**src/rtl/wash_bay_scheduler.sv**
```systemverilog
// ---------------------------------------------------------------------------
// wash_bay_scheduler
//   Shares one washing-machine core between N_REQ paid customer slots.
//   A pending slot is picked round-robin (search starts just after the last
//   granted slot). The scheduler then holds coin_in/double_wash to the core
//   for a whole programme and waits for wash_done. After that it pulses
//   `served` to that slot for one cycle (DRAIN). A watchdog stops a programme
//   that never finishes and parks the block in FAULT until clr_fault_i.
//
// Ports
//   clk_i        system clock, everything on posedge
//   rst_n_i      synchronous active-low reset
//   req_i        per-slot level: coin paid, wash wanted (held until served)
//   dbl_req_i    per-slot double-wash option, sampled at grant only
//   clr_fault_i  one-cycle pulse: leave FAULT
//   wm_done_i    wash_done from the machine core (pulse or level)
//   wm_coin_o    coin_in to the core, high for the whole granted programme
//   wm_double_o  double_wash to the core, latched at grant
//   gnt_o        one-hot slot being served, zero otherwise
//   served_o     one-cycle pulse on the slot whose programme completed
//   busy_o       high in RUN and DRAIN
//   fault_o      high while in FAULT
// ---------------------------------------------------------------------------
module wash_bay_scheduler #(
    parameter int              N_REQ   = 4,
    parameter int              TO_W    = 32,
    parameter logic [TO_W-1:0] TIMEOUT = 32'd3_000_000_000
) (
    input  logic             clk_i,
    input  logic             rst_n_i,
    input  logic [N_REQ-1:0] req_i,
    input  logic [N_REQ-1:0] dbl_req_i,
    input  logic             clr_fault_i,
    input  logic             wm_done_i,
    output logic             wm_coin_o,
    output logic             wm_double_o,
    output logic [N_REQ-1:0] gnt_o,
    output logic [N_REQ-1:0] served_o,
    output logic             busy_o,
    output logic             fault_o
);
    localparam int PW = (N_REQ > 1) ? $clog2(N_REQ) : 1;

    typedef enum logic [1:0] {IDLE, RUN, DRAIN, FAULT} state_t;

    state_t            state_q, state_d;
    logic [PW-1:0]     ptr_q, ptr_d;
    logic [TO_W-1:0]   wdog_q, wdog_d;
    logic              coin_q, coin_d;
    logic              dbl_q, dbl_d;
    logic [N_REQ-1:0]  gnt_q, gnt_d;
    logic [N_REQ-1:0]  served_q, served_d;
    logic              busy_q, busy_d;
    logic              fault_q, fault_d;

    // Round-robin pick: walk ptr+N .. ptr+1 so the closest set slot after
    // ptr is the last one written and wins.
    logic              found;
    logic [PW-1:0]     sel;
    logic [PW-1:0]     idx;

    always_comb begin
        found = 1'b0;
        sel   = ptr_q;
        idx   = ptr_q;
        for (int i = N_REQ; i >= 1; i--) begin
            idx = PW'((int'(ptr_q) + i) % N_REQ);
            if (req_i[idx]) begin
                found = 1'b1;
                sel   = idx;
            end
        end
    end

    always_comb begin
        state_d  = state_q;
        ptr_d    = ptr_q;
        wdog_d   = wdog_q;
        coin_d   = coin_q;
        dbl_d    = dbl_q;
        gnt_d    = gnt_q;
        served_d = '0;
        busy_d   = busy_q;
        fault_d  = fault_q;
        unique case (state_q)
            IDLE: begin
                if (found) begin
                    state_d = RUN;
                    ptr_d   = sel;
                    gnt_d   = N_REQ'(1) << sel;
                    coin_d  = 1'b1;
                    dbl_d   = dbl_req_i[sel];
                    wdog_d  = '0;
                    busy_d  = 1'b1;
                end
            end
            RUN: begin
                // Completion beats the watchdog when both land together.
                if (wm_done_i) begin
                    state_d  = DRAIN;
                    coin_d   = 1'b0;
                    dbl_d    = 1'b0;
                    gnt_d    = '0;
                    served_d = gnt_q;
                end else if (wdog_q == TIMEOUT - TO_W'(1)) begin
                    state_d = FAULT;
                    coin_d  = 1'b0;
                    dbl_d   = 1'b0;
                    gnt_d   = '0;
                    busy_d  = 1'b0;
                    fault_d = 1'b1;
                end else if (wdog_q != '1) begin
                    wdog_d = wdog_q + TO_W'(1);
                end
            end
            DRAIN: begin
                // Single cycle; IDLE follows, so coin_in stays low >= 2 cycles.
                state_d = IDLE;
                busy_d  = 1'b0;
            end
            FAULT: begin
                // ptr kept: the faulted slot is searched last on retry.
                if (clr_fault_i) begin
                    state_d = IDLE;
                    fault_d = 1'b0;
                end
            end
            default: state_d = IDLE;
        endcase
    end

    always_ff @(posedge clk_i) begin
        if (!rst_n_i) begin
            state_q  <= IDLE;
            ptr_q    <= PW'(N_REQ - 1);
            wdog_q   <= '0;
            coin_q   <= 1'b0;
            dbl_q    <= 1'b0;
            gnt_q    <= '0;
            served_q <= '0;
            busy_q   <= 1'b0;
            fault_q  <= 1'b0;
        end else begin
            state_q  <= state_d;
            ptr_q    <= ptr_d;
            wdog_q   <= wdog_d;
            coin_q   <= coin_d;
            dbl_q    <= dbl_d;
            gnt_q    <= gnt_d;
            served_q <= served_d;
            busy_q   <= busy_d;
            fault_q  <= fault_d;
        end
    end

    assign wm_coin_o   = coin_q;
    assign wm_double_o = dbl_q;
    assign gnt_o       = gnt_q;
    assign served_o    = served_q;
    assign busy_o      = busy_q;
    assign fault_o     = fault_q;
endmodule

```
**config.mk**
```make
export PLATFORM = sky130hd
export DESIGN_NAME = wash_bay_scheduler
export DESIGN_NICKNAME = d
export VERILOG_FILES = /design/src/rtl/wash_bay_scheduler.sv
export SDC_FILE = /design/constraint.sdc
export NUM_CORES = 1
export LEC_CHECK = 0
export ABC_CLOCK_PERIOD_IN_PS = 5200
export CAP_MARGIN = 20
export CORE_MARGIN = 5
export CORE_UTILIZATION = 50
export CTS_CLUSTER_SIZE = 30
export DETAILED_ROUTE_END_ITERATION = 7
export DONT_BUFFER_PORTS = 1
export SETUP_SLACK_MARGIN = 0.2
export SLEW_MARGIN = 10
export SYNTH_ARGS = -nofsm -noshare
export SYNTH_HDL_FRONTEND = slang
export SYNTH_SLANG_ARGS = --single-unit
export TNS_END_PERCENT = 20
```
**constraint.sdc**
```tcl
create_clock -name clk_i -period 5.2 [get_ports clk_i]
set_input_delay 0.52 -clock clk_i [delete_from_list [all_inputs] [get_ports clk_i]]
set_output_delay 0.52 -clock clk_i [all_outputs]
set_load 0.01 [all_outputs]
```
# [Yosys cells after proc, flatten, opt, wreduce, memory -nomap -nowiden]
# Cells that the tools add are included.
# W data, S select, Z words.
[word_totals] word_cells=87 in_bits=12 output_inout_bits=12 register_bits=48
[classes] shift=1 n_reduce_logical=11 n_mux=44 eq_ne=12 n_lt_le_gt_ge=5 n_addsub=5
[ops] cell="$mux W32" count=4
[ops] cell="$pmux W32 S2" count=1
[ops] cell="$add A32 B1 Y32 const B" count=1
[ops] cell="$eq A32 B32 Y1 const B" count=1
[ops] cell="$ne A32 B32 Y1 const B" count=1
[ops] cell="$mux W1" count=17
[ops] cell="$mux W2" count=8
[ops] cell="$lt A2 B3 Y1 const B" count=5
[ops] cell="$mux W4" count=3
[ops] cell="$ne A2 B2 Y1 const B" count=6
[ops] cell="$bmux W1 S2" count=5
[ops] cell="$reduce_and A3 Y1" count=3
[ops] cell="$pmux W2 S4" count=1
[ops] cell="$pmux W4 S2" count=1
[ops] cell="$reduce_and A4 Y1" count=2
[ops] cell="$pmux W1 S2" count=3
[ops] cell="$reduce_and A5 Y1" count=1
[ops] cell="$add A2 B1 Y2 const B" count=2
[ops] cell="$add A2 B2 Y2 const B" count=2
[ops] cell="$eq A2 B2 Y1 const B" count=2
[ops] cell="$reduce_bool A2 Y1" count=2
[ops] cell="$shl A1 B2 Y4 const A" count=1
[ops] cell="$ne A3 B3 Y1 const B" count=1
[ops] cell="$pmux W1 S3" count=1
[ops] cell="4 further kinds" count=4

# [Longest topological paths before layout]
# Gate-level depths: netlist of run 1.
[logic_depth] depth_word=11 ltp_mapped=11 mapped_depth_nobuf=8

# [Worst setup path before layout of run 1]
# Ideal clock, no wire load.
[synth_timing] path_type="register -> register" start="register state_q[1]" end="register wdog_q[19]" arrival_time_ns=2.120 path_stages_with_launch=10 path_slack_ns=3.009 setup_time_ns=0.070 path_buffers=1 required_ns=5.130 synth_period_minus_slack_ns=2.191 path_cell_list="dfxtp_1 -> inv_1 -> ha_1 -> buf_2 -> nor2_1 -> a211oi_1 -> o31a_1 -> nand2_1 -> or4_1 -> a21oi_1"
[synth_between] elab_chain_len=3 word_cells_on_any_way=9 classes_between="5 x eq/ne; 1 x mux; 3 x reduce/logical"
[synth_rtl] item="from (decl)" line="46" text="state_t state_q, state_d;"
[synth_rtl] item="from (signal assigned)" line="144" text="state_q <= state_d;"
[synth_rtl] item="$eq A2 B1 Y1 / $logic_not A2 Y1 (equally long branches)" line="85" text="unique case (state_q)"
[synth_rtl] item="$ne A2 B2 Y1 (no line) / $reduce_bool A2 Y1 (equally long branches)"
[synth_rtl] item="$reduce_and A5 Y1 (no line)"
[synth_rtl] item="to (signal assigned)" line="146" text="wdog_q <= wdog_d;"
[synth_rtl] item="to (decl)" line="48" text="logic [TO_W-1:0] wdog_q, wdog_d;"
# Parallel ways exist; a longest one is shown, timed or not.
# A chain may end at the register's enable or synchronous reset.

# [Final worst setup path of run 1]
[layout_timing] start="register state_q[1]" end="register wdog_q[21]"
# The elaborated chain is that of the path after synthesis.

==> metrics.txt, run 1 <==
# TYPE chip_impl_metric gauge
chip_impl_info{name="synth_area_leader_cell",value="dfxtp_1"} 1
chip_impl_metric{name="postCtsSetupRepairBufs",unit=""} 0
chip_impl_metric{name="dr.first_iter.drc_count",unit=""} 132
chip_impl_metric{name="tns",unit="ns"} 0
chip_impl_info{name="timing.critical_path.to_type",value="flop"} 1
chip_impl_metric{name="cts.reportedPaths.clkPinSlew",unit="ns"} 0.09
chip_impl_metric{name="ys_types",unit=""} 53
chip_impl_metric{name="leakage",unit="nW"} 0.904
chip_impl_metric{name="synth_area_per_cell",unit="sq um"} 8.54
chip_impl_metric{name="die_area",unit="sq um"} 6500
chip_impl_metric{name="cts-hold-fix-buffers",unit=""} 0
chip_impl_metric{name="grt_pass1_vias",unit=""} 1873
chip_impl_metric{name="top_level_ports",unit=""} 24
chip_impl_info{name="cp-start-kind",value="flop"} 1
chip_impl_metric{name="worst_hold_path.num_cells",unit=""} 1
chip_impl_metric{name="timing_worst_slew_pin_value",unit="ns"} 0.819
chip_impl_info{name="post_synth_main_area_contributors",value="dfxtp_1 39%, nor2_1 5.1%, xor2_1 4.9%"} 1
chip_impl_metric{name="core_region_area",unit="sq um"} 4790
chip_impl_info{name="critical_path_class",value="reg -> reg"} 1
chip_impl_info{name="cts_tree",value="built"} 1
chip_impl_metric{name="post-route-period-util",unit="%"} 61.4
chip_impl_metric{name="floorplan.initialDensity",unit="%"} 52.1
chip_impl_info{name="critical_path.slowest_cell",value="o31a_1"} 1
chip_impl_metric{name="fin_nets",unit=""} 307
chip_impl_metric{name="n_antenna_cell",unit=""} 0
chip_impl_metric{name="synth.ff_latch_count",unit=""} 48
chip_impl_metric{name="vdd_ir_drop_max",unit="mV"} 0.159
chip_impl_metric{name="final.min_clock_period",unit="ns"} 3.19
chip_impl_metric{name="finalClockSkew",unit="ns"} 0.00499
chip_impl_metric{name="worst_path_largest_cell_delay",unit="ns"} 0.71
chip_impl_info{name="holdCritPathClass",value="in -> reg"} 1
chip_impl_metric{name="cap_violations",unit=""} 0
chip_impl_metric{name="async_reset_ff_share",unit="%"} 0
chip_impl_metric{name="synth_nets",unit=""} 309
chip_impl_metric{name="std_cell_rows",unit=""} 25
chip_impl_metric{name="maximum_number_of_pins_on_one_net_before_global_route_repair",unit=""} 31
chip_impl_metric{name="routed_antenna_nets",unit=""} 0
chip_impl_metric{name="fmaxAchievable",unit="MHz"} 313
chip_impl_metric{name="worst-path-max-fanout",unit=""} 21
chip_impl_metric{name="ff2ff_path_depth",unit=""} 8
chip_impl_info{name="ys_dominant_reg_cell",value="dfxtp_1"} 1
chip_impl_metric{name="n_fill_cell",unit=""} 470
chip_impl_info{name="synth.top_cells.by_count",value="48 x dfxtp_1, 34 x nor2_1, 22 x nand2_1"} 1
chip_impl_metric{name="grt_overflow_total",unit=""} 0
chip_impl_metric{name="fp.dieW",unit="um"} 80.6
chip_impl_metric{name="cts.path.max_buffers",unit=""} 2
chip_impl_metric{name="remaining_drc_errors",unit=""} 0
chip_impl_metric{name="cp.required",unit="ns"} 5.44
chip_impl_metric{name="regArea",unit="sq um"} 961
chip_impl_metric{name="synth_edf_count",unit=""} 0
chip_impl_metric{name="cts_num_sinks",unit=""} 48
chip_impl_metric{name="synthesis_warning_total",unit=""} 0
chip_impl_info{name="grt_setup_unrepaired",value="no"} 1
chip_impl_metric{name="finalWirelength",unit="um"} 5330
chip_impl_info{name="timing.critical_path.cells",value="inv_1, ha_1, nor2_1, a211oi_1, o31a_1, nand2_1, or4b_1, a21oi_1"} 1
chip_impl_metric{name="initial_drt_pass_iterations",unit=""} 4
chip_impl_info{name="run_status",value="complete, no violations"} 1
chip_impl_metric{name="globalRouteTotalUtil",unit="%"} 17.7
chip_impl_metric{name="dp_hpwl",unit="um"} 3930
chip_impl_metric{name="place_congestion",unit=""} 0.836
chip_impl_metric{name="via_count",unit=""} 2038
chip_impl_metric{name="final_setup_violation_count",unit=""} 0
chip_impl_metric{name="multi_input_comb_area",unit="sq um"} 1440
chip_impl_metric{name="drv_slew",unit=""} 0
chip_impl_metric{name="drive_above_1_share",unit="%"} 6.87
chip_impl_metric{name="netlist_area",unit="sq um"} 2490
chip_impl_metric{name="first_pass_grt_wire_length",unit="um"} 9050
chip_impl_metric{name="cts_htree_levels",unit=""} 2
chip_impl_metric{name="power_density",unit="nW/um^2"} 329
chip_impl_metric{name="yosysTopAreaCellShare",unit="%"} 38.6
chip_impl_metric{name="cp_data_arrival_time",unit="ns"} 3.43
chip_impl_metric{name="max_slew_margin",unit="%"} 45.2
chip_impl_metric{name="port-buffer-count",unit=""} 0
chip_impl_metric{name="routedWlPerCell",unit="um"} 14.9
chip_impl_metric{name="hold_violations",unit=""} 0
chip_impl_metric{name="avgViaCountPerCell",unit=""} 5.69
chip_impl_info{name="root_buffer",value="clkbuf_8"} 1
chip_impl_metric{name="syn_inst",unit=""} 292
chip_impl_metric{name="grt_antenna_before_repair",unit=""} 0
chip_impl_metric{name="count_of_cells_resized_by_post_cts_repair",unit=""} 0
chip_impl_metric{name="power.total",unit="mW"} 0.869
chip_impl_info{name="most_instantiated_library_cell_after_synthesis",value="dfxtp_1"} 1
chip_impl_metric{name="area.growth.synth_to_final",unit="%"} 6.12
chip_impl_metric{name="clock_latency",unit="ns"} 0.30
chip_impl_metric{name="die_h",unit="um"} 80.6
chip_impl_metric{name="yosysSeqAreaShare",unit="%"} 38.6
chip_impl_metric{name="cts_inserted_buffers",unit=""} 5
==> cell type report <==
cell class | instances | area share (%)
multi-input cells | 222 | 54.3
flip-flops and latches | 48 | 36.3
well taps | 67 | 3.17
clock buffers | 5 | 2.60
inverters | 12 | 1.70
clock inverters | 3 | 1.61
repair buffers | 1 | 0.284
==> per-stage QoR <==
step / std cells / cell area, sq um / setup WS, ns / hold WS, ns / util, %
floorplan: 292 / 2490 / 3.01 / 0.454 / -
global placement: 350 / 2530 / 2.18 / 0.470 / 52.9
detailed placement: 350 / 2530 / 2.05 / 0.476 / 52.9
CTS: 358 / 2650 / 2.03 / 0.296 / 55.3
global route: 358 / 2650 / 1.69 / 0.290 / 55.3
finish: 358 / 2650 / 2.01 / 0.309 / 55.3
==> sequential cells by signal (all words and copies together), names as in the netlist <==
signal / flops
wm_double_o: 1
state_q: 2
ptr_q: 2
busy_o: 1
served_o: 4
fault_o: 1
wm_coin_o: 1
wdog_q: 32
gnt_o: 4
==> report_power, final <==
group          switching [mW]  leakage, nW  internal [mW]  total, mW
clock network           0.126       0.0541          0.142      0.268
registers              0.0305        0.389          0.393      0.424
logic                   0.116        0.461         0.0617      0.177
total                   0.272        0.904          0.598      0.869
==> critical path, delay by kind of cell (launching register included) <==
kind,cells,cell delay [ns]
buffers and inverters,1,0.10
AND/OR/NAND/NOR,3,1.02
AO/OA/AOI/OAI,3,1.27
flip-flops,1,0.33
adder cells (fa/ha/maj),1,0.40
==> per-layer routing <==
metal | part of all wire [%] | vias up | global-route usage, %
met2 | 42 | 25 | 25.2
met3 | 3.4 | 6 | 4.82
met4 | 1.2 | 0 | 6.08
met1 | 53 | 944 | 25.2
li1 | - | 1063 | -
met5 | 0 | - | 0
==> layout by cell type, fill, tap and decap left out, types with 7 or more instances in the layout <==
cell type  instances
a21oi_1           13
and3_1             7
dfxtp_1           48
inv_1             12
nand2_1           22
nand3_1           17
nand4_1           15
nor2_1            34
xnor2_1            7
xor2_1            14
==> worst paths after layout <==
path                            slack, ns                    start                      end
worst min register to register       0.48   wdog_q[1]$_SDFFE_PN0P_   wdog_q[1]$_SDFFE_PN0P_
worst max register to register       2.01  state_q[1]$_SDFFE_PN0P_  wdog_q[21]$_SDFFE_PN0P_
worst min-delay path                 0.31                  rst_n_i    ptr_q[1]$_SDFFE_PN1P_
worst max-delay path                 2.01  state_q[1]$_SDFFE_PN0P_  wdog_q[21]$_SDFFE_PN0P_
==> kinds of logic (layout without fill, tap and decap cells) <==
| family | after synthesis | in the layout | synth area share [%] |
|---|---|---|---|
| buffers and inverters | 22 | 21 | 3.82 |
| adder cells (fa/ha/maj) | 5 | 5 | 2.51 |
| flip-flops | 48 | 48 | 38.6 |
| AO/OA/AOI/OAI | 47 | 47 | 13.4 |
| AND/OR/NAND/NOR | 146 | 146 | 33.2 |
| XOR/XNOR | 21 | 21 | 7.38 |
| multiplexers | 3 | 3 | 1.20 |
(Power assumes the default switching activity.)
==> inputs of run 2 (changes only) <==
Settings changed: ABC_CLOCK_PERIOD_IN_PS 5200 to 2700, PLACE_DENSITY set to 0.68.
Clock period 5.2 ns to 2.7 ns, I/O delays scaled along.
==> run 2 against run 1 <==
  * Wire length down 0.96%
  * Clock skew is 0.0040 ns higher
  * Largest power group unchanged
  * Sequential share of layout area is 1.2 points lower
  * Hold slack got worse by 0.25 ns
  * Final area is 3.5% higher
  * Critical endpoint unchanged
==> metrics.txt, run 2 (synthesis results as in run 1) <==
# TYPE chip_impl_metric gauge
chip_impl_info{name="run_status",value="complete, no violations"} 1
chip_impl_metric{name="worst_path_largest_cell_delay",unit="ns"} 0.54
chip_impl_info{name="critical_path.slowest_cell",value="or4b_1"} 1
chip_impl_metric{name="hold_violations",unit=""} 0
chip_impl_metric{name="clock_latency",unit="ns"} 0.31
chip_impl_info{name="root_buffer",value="clkbuf_8"} 1
chip_impl_metric{name="final.min_clock_period",unit="ns"} 2.36
chip_impl_metric{name="maximum_number_of_pins_on_one_net_before_global_route_repair",unit=""} 30
chip_impl_metric{name="tns",unit="ns"} 0
chip_impl_metric{name="switching_pwr",unit="mW"} 0.535
chip_impl_metric{name="routed_antenna_nets",unit=""} 0
chip_impl_metric{name="final_cell_area",unit="sq um"} 2740
chip_impl_info{name="cp-start-kind",value="flop"} 1
chip_impl_info{name="cts_tree",value="built"} 1
chip_impl_metric{name="clkPwrFrac",unit="%"} 31.4
chip_impl_metric{name="met2_length",unit="um"} 2410
chip_impl_metric{name="finalClockSkew",unit="ns"} 0.00898
chip_impl_metric{name="worst-path-max-fanout",unit=""} 10
chip_impl_metric{name="die_area",unit="sq um"} 6500
chip_impl_metric{name="fmaxAchievable",unit="MHz"} 424
chip_impl_metric{name="combinationalPowerShare",unit="%"} 21.8
chip_impl_metric{name="routedWlPerCell",unit="um"} 14.3
chip_impl_metric{name="regArea",unit="sq um"} 961
chip_impl_metric{name="grt_overflow_total",unit=""} 0
chip_impl_metric{name="wl_met1",unit="um"} 2500
chip_impl_info{name="largest-register",value="wdog_q"} 1
chip_impl_metric{name="dp_hpwl",unit="um"} 3840
chip_impl_metric{name="remaining_drc_errors",unit=""} 0
chip_impl_metric{name="grt_pass1_vias",unit=""} 2043
chip_impl_metric{name="top_level_ports",unit=""} 24
chip_impl_metric{name="power_density",unit="nW/um^2"} 638
chip_impl_metric{name="cts_num_sinks",unit=""} 48
chip_impl_metric{name="place_congestion",unit=""} 0.859
chip_impl_info{name="layout_common_cells",value="48 x dfxtp_1, 34 x nor2_1, 22 x nand2_1, 17 x nand3_1, 15 x nand4_1"} 1
chip_impl_metric{name="avgViaCountPerCell",unit=""} 5.72
chip_impl_info{name="timing.critical_path.to_type",value="flop"} 1
chip_impl_metric{name="initial_drt_pass_iterations",unit=""} 4
chip_impl_metric{name="fp.dieW",unit="um"} 80.6
chip_impl_metric{name="globalRouteTotalUtil",unit="%"} 18.7
chip_impl_metric{name="cts.path.max_buffers",unit=""} 2
chip_impl_metric{name="n_antenna_cell",unit=""} 0
chip_impl_metric{name="via_count",unit=""} 2112
chip_impl_metric{name="core_region_area",unit="sq um"} 4790
chip_impl_metric{name="dpl_cell_area",unit="sq um"} 2600
chip_impl_info{name="holdCritPathClass",value="in -> reg"} 1
chip_impl_metric{name="die_h",unit="um"} 80.6
chip_impl_metric{name="multi_input_comb_area",unit="sq um"} 1440
chip_impl_metric{name="seqPwrFrac",unit="%"} 46.8
chip_impl_metric{name="dr.first_iter.drc_count",unit=""} 128
chip_impl_info{name="top_layer",value="met4"} 1
chip_impl_metric{name="fin_nets",unit=""} 318
chip_impl_metric{name="drv_slew",unit=""} 0
chip_impl_metric{name="post-route-period-util",unit="%"} 87.4
chip_impl_metric{name="n_fill_cell",unit=""} 432
chip_impl_info{name="critical_path_class",value="reg -> reg"} 1
chip_impl_metric{name="cts-hold-fix-buffers",unit=""} 0
chip_impl_metric{name="drive_above_1_share",unit="%"} 10.3
chip_impl_metric{name="max_slew_margin",unit="%"} 60.4
chip_impl_metric{name="power.internal",unit="mW"} 1.21
chip_impl_metric{name="cts_htree_levels",unit=""} 2
chip_impl_metric{name="timing_worst_slew_pin_value",unit="ns"} 0.589
chip_impl_metric{name="cts.reportedPaths.clkPinSlew",unit="ns"} 0.09
chip_impl_metric{name="switching_share",unit="%"} 30.6
chip_impl_metric{name="wl_met3",unit="um"} 267
chip_impl_metric{name="leakage",unit="nW"} 0.963
chip_impl_metric{name="cp_data_arrival_time",unit="ns"} 2.60
chip_impl_metric{name="std_cell_rows",unit=""} 25
chip_impl_info{name="grt_setup_unrepaired",value="yes"} 1
chip_impl_metric{name="area.growth.synth_to_final",unit="%"} 9.84
chip_impl_metric{name="final_setup_violation_count",unit=""} 0
chip_impl_metric{name="first_pass_grt_wire_length",unit="um"} 9520
chip_impl_metric{name="number_of_flip_flops_under_the_largest_register_name",unit=""} 32
chip_impl_info{name="timing.critical_path.cells",value="inv_1, ha_1, nor2_1, a211oi_1, o31a_1, nand2_1, or4b_1, a21oi_1"} 1
chip_impl_metric{name="finalWirelength",unit="um"} 5270
chip_impl_metric{name="cts_inserted_buffers",unit=""} 5
chip_impl_info{name="final_common_cell",value="dfxtp_1"} 1
chip_impl_metric{name="grt_antenna_before_repair",unit=""} 0
chip_impl_metric{name="vdd_ir_drop_max",unit="mV"} 0.377
chip_impl_metric{name="port-buffer-count",unit=""} 0
chip_impl_metric{name="cp.required",unit="ns"} 2.95
chip_impl_metric{name="cap_violations",unit=""} 0
chip_impl_metric{name="floorplan.initialDensity",unit="%"} 52.1
chip_impl_metric{name="final_core_util",unit="%"} 57.2
-- run 2: changes by cell type in the layout (fill, tap and decap cells not counted), sizes merged --
cell      previous run  this run
buf                  1        12
clkinvlp             1         0
clkbuf               5         6
-- run 2: area by class of cell --
type,instances,area share (%)
Clock buffer,6,3.02
Clock inverter,2,1.42
Inverter,12,1.65
Multi-Input combinational cell,222,52.5
Sequential cell,48,35.1
Tap cell,67,3.06
Timing Repair Buffer,12,3.29
-- run 2: final timing paths --
kind / start / endpoint / slack (ns) / cells after the start
max reg2reg: state_q[1]$_SDFFE_PN0P_ / wdog_q[21]$_SDFFE_PN0P_ / 0.34 / 8
max: state_q[1]$_SDFFE_PN0P_ / wdog_q[21]$_SDFFE_PN0P_ / 0.34 / 8
min: rst_n_i / ptr_q[0]$_SDFFE_PN1P_ / 0.06 / 1
min reg2reg: wdog_q[1]$_SDFFE_PN0P_ / wdog_q[1]$_SDFFE_PN0P_ / 0.49 / 2
-- run 2: worst max-delay path: cells and delay by family, from the launching register on --
kind | cells | cell delay, ns
AND/OR/NAND/NOR | 3 | 0.83
adder cells (fa/ha/maj) | 1 | 0.29
flip-flops | 1 | 0.33
buffers and inverters | 1 | 0.10
AO/OA/AOI/OAI | 3 | 0.73
-- run 2: power by group through the flow --
stage / Clock (mW) / Combinational [mW] / Sequential (mW)
3_3_place_gp: 0 / 0.375 / 0.833
2_1_floorplan: 0 / 0.303 / 0.814
4_1_cts: 0.565 / 0.381 / 0.819
3_5_place_dp: 0 / 0.376 / 0.835
5_1_grt: 0.603 / 0.433 / 0.826
6_report: 0.548 / 0.381 / 0.818
-- run 2: what timing repair did --
action                     CTS  global route
gates resized for setup      0             0
setup buffers                0             2
setup endpoints to repair    0            21
-- run 2: stage by stage --
stage	worst slack [ns]	total power [mW]	std cells	hold slack (ns)
final	0.341	1.75	369	0.0555
after global routing	0.106	1.86	369	0.0445
after CTS	0.286	1.76	367	0.0491
after detailed placement	0.303	1.21	359	0.368
after global placement	0.376	1.21	359	0.363
after floorplan	0.509	1.12	292	0.454
-- run 2: per-layer routing --
metal	vias to the layer above	global-route usage, %
met5	-	0
met4	0	6.08
met3	9	5.38
met2	45	28.3
met1	973	25.5
li1	1085	-
